`src/rtl/blit_pkg.sv`:
```
// Shared types and constants for the blitter command path.
package blit_pkg;

    localparam int unsigned BLIT_FIFO_DEPTH_DEFAULT = 16;
    localparam int unsigned BLIT_CMD_W              = 128;

    // One blitter command; op occupies the least significant word.
    typedef struct packed {
        logic [31:0] color;
        logic [31:0] arg2;
        logic [31:0] arg1;
        logic [31:0] op;
    } blit_cmd_t;

    // Index width for an array of the given size (never below one bit).
    function automatic int unsigned blit_ptr_w(input int unsigned entries);
        return (entries > 1) ? $clog2(entries) : 1;
    endfunction

endpackage

```
`src/rtl/blit_cmd_ram.sv`:
```
// Simple dual-port command storage: synchronous write, asynchronous read.
module blit_cmd_ram #(
    parameter int unsigned ENTRIES = 15,
    parameter int unsigned WIDTH   = 128,
    parameter int unsigned AW      = 4
) (
    input  logic             clk_i,
    input  logic             we_i,
    input  logic [AW-1:0]    waddr_i,
    input  logic [WIDTH-1:0] wdata_i,
    input  logic [AW-1:0]    raddr_i,
    output logic [WIDTH-1:0] rdata_o
);

    logic [WIDTH-1:0] mem_q [ENTRIES];

    // Write port: store the incoming command at the write address.
    always_ff @(posedge clk_i) begin
        if (we_i) begin
            mem_q[waddr_i] <= wdata_i;
        end
    end

    assign rdata_o = mem_q[raddr_i];

endmodule

```
`src/rtl/blit_cmd_fifo.sv`:
```
// Blitter command queue: first-word-fall-through FIFO built from a
// DEPTH-1 entry RAM plus an output register, with free-slot reporting
// and a sticky overflow flag.
// Optional statistics (high_water, drop_count) with BLIT_CMD_FIFO_STATS_EN.
module blit_cmd_fifo
    import blit_pkg::*;
#(
    parameter int unsigned DEPTH = BLIT_FIFO_DEPTH_DEFAULT,
    parameter int unsigned CMD_W = BLIT_CMD_W
) (
    input  logic             clock,
    input  logic             reset,
    input  logic [CMD_W-1:0] cmd_in,
    input  logic             cmd_in_valid,
    output logic [7:0]       slots_free,
    output logic             overflow,
    input  logic             overflow_clear,
    output logic [CMD_W-1:0] cmd_out,
    output logic             cmd_out_valid,
    input  logic             cmd_out_ready
`ifdef BLIT_CMD_FIFO_STATS_EN
    ,
    output logic [7:0]       high_water,
    output logic [15:0]      drop_count
`endif
);

    localparam int unsigned RAM_N   = DEPTH - 1;
    localparam int unsigned AW      = blit_ptr_w(RAM_N);
    localparam logic [7:0]  DEPTH_B = 8'(DEPTH);

    // Advance a RAM pointer; the index wraps at RAM_N and flips the wrap bit.
    function automatic logic [AW:0] ptr_inc(input logic [AW:0] p);
        if (p[AW-1:0] == AW'(RAM_N - 1)) begin
            return {~p[AW], {AW{1'b0}}};
        end
        return {p[AW], p[AW-1:0] + AW'(1)};
    endfunction

    logic [AW:0]      wr_ptr_q, wr_ptr_d;
    logic [AW:0]      rd_ptr_q, rd_ptr_d;
    logic [7:0]       occ_q, occ_d;
    logic [7:0]       slots_q, slots_d;
    logic             ovf_q, ovf_d;
    logic [CMD_W-1:0] out_q, out_d;
    logic             out_valid_q, out_valid_d;

    logic             pop, push_ok, drop, to_out, ram_we, ram_empty;
    logic [CMD_W-1:0] ram_rdata;

    blit_cmd_ram #(
        .ENTRIES (RAM_N),
        .WIDTH   (CMD_W),
        .AW      (AW)
    ) u_ram (
        .clk_i   (clock),
        .we_i    (ram_we),
        .waddr_i (wr_ptr_q[AW-1:0]),
        .wdata_i (cmd_in),
        .raddr_i (rd_ptr_q[AW-1:0]),
        .rdata_o (ram_rdata)
    );

    // Handshake decode and next-state for pointers, output register, occupancy.
    always_comb begin
        pop       = out_valid_q & cmd_out_ready;
        ram_empty = (wr_ptr_q == rd_ptr_q);
        push_ok   = cmd_in_valid & ((occ_q < DEPTH_B) | pop);
        drop      = cmd_in_valid & ~push_ok;
        // Bypass the RAM when the output register is (or is becoming) empty
        // and nothing is queued behind it, giving one-cycle latency.
        to_out    = push_ok & (~out_valid_q | (pop & ram_empty));
        ram_we    = push_ok & ~to_out;

        wr_ptr_d    = wr_ptr_q;
        rd_ptr_d    = rd_ptr_q;
        out_d       = out_q;
        out_valid_d = out_valid_q;

        if (pop) begin
            if (!ram_empty) begin
                out_d    = ram_rdata;
                rd_ptr_d = ptr_inc(rd_ptr_q);
            end else if (to_out) begin
                out_d = cmd_in;
            end else begin
                out_valid_d = 1'b0;
            end
        end else if (to_out) begin
            out_d       = cmd_in;
            out_valid_d = 1'b1;
        end

        if (ram_we) begin
            wr_ptr_d = ptr_inc(wr_ptr_q);
        end

        unique case ({push_ok, pop})
            2'b10:   occ_d = occ_q + 8'd1;
            2'b01:   occ_d = occ_q - 8'd1;
            default: occ_d = occ_q;
        endcase

        slots_d = DEPTH_B - occ_d;
        ovf_d   = drop | (ovf_q & ~overflow_clear);
    end

    // Queue state registers; reset discards every queued command.
    always_ff @(posedge clock or posedge reset) begin
        if (reset) begin
            wr_ptr_q    <= '0;
            rd_ptr_q    <= '0;
            occ_q       <= '0;
            slots_q     <= DEPTH_B;
            ovf_q       <= 1'b0;
            out_q       <= '0;
            out_valid_q <= 1'b0;
        end else begin
            wr_ptr_q    <= wr_ptr_d;
            rd_ptr_q    <= rd_ptr_d;
            occ_q       <= occ_d;
            slots_q     <= slots_d;
            ovf_q       <= ovf_d;
            out_q       <= out_d;
            out_valid_q <= out_valid_d;
        end
    end

    assign slots_free    = slots_q;
    assign overflow      = ovf_q;
    assign cmd_out       = out_q;
    assign cmd_out_valid = out_valid_q;

`ifdef BLIT_CMD_FIFO_STATS_EN
    logic [7:0]  hw_q, hw_d;
    logic [15:0] drops_q, drops_d;
    logic [15:0] drops_base;

    // Statistics next-state: peak occupancy and saturating drop counter.
    always_comb begin
        if (overflow_clear) begin
            hw_d = occ_d;
        end else begin
            hw_d = (occ_d > hw_q) ? occ_d : hw_q;
        end
        drops_base = overflow_clear ? '0 : drops_q;
        drops_d    = drops_base;
        if (drop && (drops_base != '1)) begin
            drops_d = drops_base + 16'd1;
        end
    end

    // Statistics registers.
    always_ff @(posedge clock or posedge reset) begin
        if (reset) begin
            hw_q    <= '0;
            drops_q <= '0;
        end else begin
            hw_q    <= hw_d;
            drops_q <= drops_d;
        end
    end

    assign high_water = hw_q;
    assign drop_count = drops_q;
`endif

endmodule

```
`config.mk`:
```
export PLATFORM = sky130hd
export DESIGN_NAME = blit_cmd_fifo
export DESIGN_NICKNAME = d
export VERILOG_FILES = /design/src/rtl/blit_pkg.sv /design/src/rtl/blit_cmd_ram.sv /design/src/rtl/blit_cmd_fifo.sv
export SDC_FILE = /design/constraint.sdc
export NUM_CORES = 2
export LEC_CHECK = 0
export BUFFER_PORTS_ARGS = -buffer_cell sky130_fd_sc_hd__buf_2
export CAP_MARGIN = 15
export CORE_UTILIZATION = 60
export DETAILED_ROUTE_END_ITERATION = 10
export MAX_ROUTING_LAYER = met4
export PLACE_DENSITY = 0.77
export SYNTH_ARGS = -nofsm -noshare
export SYNTH_HDL_FRONTEND = slang
export SYNTH_HIERARCHICAL = 1
export SYNTH_SLANG_ARGS = --single-unit
```
`constraint.sdc`:
```
create_clock -name clock -period 23 [get_ports clock]
set_input_delay 1.15 -clock clock [delete_from_list [all_inputs] [get_ports clock]]
set_output_delay 1.15 -clock clock [all_outputs]
set_load 0.01 [all_outputs]
```
==> results_dict.tcl <==
set metrics [dict create \
    syn_inst 4273 \
    dp_hpwl_mm 94.2 \
    synth_edf_count 1920 \
    io_buffers 270 \
    fin_util_pct 67.3 \
    clkTransAtPathRegs_ps 60 \
    synth_nets 4414 \
    critPathCaptureType "flop" \
    async_reset_ff_share_pct 7.47 \
    clock_sinks 2075 \
    drt_iter0_drc 4890 \
    critPathMaxStageDelay_ps 990 \
    ios 271 \
    crit_family "buffers and inverters" \
    ys_types 61 \
    ctsHoldBuffers 0 \
    outcome "complete, no violations" \
    grt_max_degree 176 \
    drv_slew 0 \
    std_cell_rows 134 \
    final_hold_viol_count 0 \
    grtUsageTotal_pct 29.1 \
    power.leakage_nw 29.9 \
    nets 4701 \
    period_minus_slack_ps 4850 \
    numCtsBuffers 194 \
    fmax_ghz 0.206 \
    crit_top_cell "buf_4" \
    overflow 0 \
    die-area_um2 136000 \
    tightest_slew_ps 1240 \
    path_cells "buf_4 > buf_4 > buf_4 > mux4_2 > a22oi_1 > o21ai_1 > nand2_1 > o21ai_1" \
    clockBufferDepth 3 \
    dieHeight_um 369 \
    required_ps 23650 \
    maxCapViolCount 0 \
    final_cell_mix "edfxtp_1 (1920), mux2i_1 (489), nand2_1 (271)" \
    syn_area_per_cell_um2 18.9 \
    cts_root_buf "clkbuf_16" \
    viasPerCell 6.56 \
    hp-class "primary input to asynchronous set/reset pin" \
    mostFrequentLayoutCell "edfxtp_1" \
    ys.flop_type "edfxtp_1" \
    areaGrowthSynthToFinish_pct 11.4 \
    finalWirelength_mm 190 \
    total_power_mw 10.8 \
    min_period_over_period_pct 21.1 \
    tns_ps 0 \
    path_buf_inv 3 \
    grt_pass1_wl_mm 279 \
    syn_area_um2 80700 \
    initial_core_util_pct 60.4 \
    slew_headroom_pct 17.5 \
    drcViolationCount 0 \
    clk_latency_ps 830 \
    cp.arrival_ps 5510 \
    place.gp.congestion 0.786 \
    grt_pass1_vias 42725 \
    path_max_fanout 53 \
    wl_per_cell_um 29.2 \
    h-tree-depth 4 \
    drtPass1Iterations 5 \
    antenna_left 0 \
    ys_warn_count 6 \
    seq_area_frac_synth_pct 76.3 \
    vias 42629 \
    ys_ff_latch 2075 \
    coreArea_um2 133000 \
    crit_path_start_kind "flop" \
    drive_above_1_share_pct 19.8 \
    power_density_nw_per_um2 121 \
    yosys.area.top_type "edfxtp_1" \
    hold-worst-slack_ps 415 \
    setup_viol 0 \
    die_x_um 369 \
    fin_skew_ps 24.4 \
    rsz0062_at_grt "no" \
    cts_tree "done" \
    ys_top_cells_by_area "edfxtp_1 (71%), mux4_2 (7.5%), mux2i_1 (6.1%)" \
    cp_slowest_cell "dfrtp_4" \
    post_cts_buffers 0 \
    worstSetupPathType "flop to flop" \
    irDropWorstVdd_mv 0.0888 \
    antenna_found_initial 12 \
    cts_resized 0 \
    synth_top_area_share_pct 71.5 \
]
==> sequential cells by signal, indices dropped and copies added, names as in the netlist <==
name,flops
u_ram/mem_q,1920
cmd_out,128
slots_free,8
occ_q,7
rd_ptr_q,5
wr_ptr_q,5
cmd_out_valid,1
overflow,1
==> area by class of cell <==
| class | instances | area (um^2) |
|---|---|---|
| Clock inverter | 79 | 729 |
| Antenna cell | 7 | 17.5 |
| Fill cell | 8460 | 43600 |
| Inverter | 16 | 75.1 |
| Multi-Input combinational cell | 1926 | 17700 |
| Timing Repair Buffer | 347 | 2050 |
| Sequential cell | 2075 | 61500 |
| Clock buffer | 284 | 5550 |
| Tap cell | 1768 | 2210 |
==> power by group <==
group          switching [mW]  total, mW  leakage [nW]  internal (mW)
registers               0.206       4.59          19.2           4.39
clock network            1.36       3.16          3.06           1.80
logic                    1.89       3.09          7.69           1.20
total                    3.45       10.8          29.9           7.39
==> per-stage QoR <==
stage | worst slack (ps) | area, um^2 | cells
after floorplan | 11320 | 80700 | 4273
after global placement | 18130 | 83500 | 6130
after detailed placement | 18090 | 83500 | 6130
after CTS | 18030 | 89800 | 6493
after global routing | 17810 | 89800 | 6502
final | 18150 | 89800 | 6502
==> layer usage <==
layer / wire [um] / track usage [%] / vias up
met5: 0 / - / -
met1: 73000 / 39.6 / 22191
met4: 4910 / 8.47 / 0
met2: 94800 / 46.4 / 2364
li1: - / - / 17742
met3: 17300 / 4.15 / 332
==> cells in the mapped netlist (10+ instances only) <==
library cell and n:
edfxtp_1 1920, mux2i_1 489, nand2_1 271, mux4_2 268
o21ai_1 224, dfrtp_1 154, a22oi_1 130, nand2b_1 125
a31oi_1 121, o22ai_1 118, clkbuf_1 85, buf_2 72
buf_4 52, nor2_1 39, o21ai_0 31, buf_6 26
a21oi_1 16, inv_1 14, o211ai_1 13, nand3_1 11
xor2_1 11, buf_1 10, buf_8 10
==> path summary, 6_finish.rpt <==
check	to	start	cells after the start	slack, ps
worst max-delay path	cmd_out[22]	rd_ptr_q[0]	8	18150
worst min-delay path	cmd_out[9]	reset	2	420
min in group clock	rd_ptr_q[4]	rd_ptr_q[4]	1	490
worst max register to register	cmd_out[22]	rd_ptr_q[0]	8	18150
worst min register to register	rd_ptr_q[4]	rd_ptr_q[4]	1	490
max in group asynchronous	rd_ptr_q[1]	reset	3	21150
==> kinds of logic after synthesis <==
family          Yosys count  share of synthesized area, %
compound gates          669                          5.06
mux                     761                          13.6
buf+inv                 272                          2.00
simple gates            471                          2.72
xor+xnor                 17                         0.185
fa+ha+maj                 8                         0.133
flops                  2075                          76.3
No activity file was read; power rests on OpenSTA's default activity.
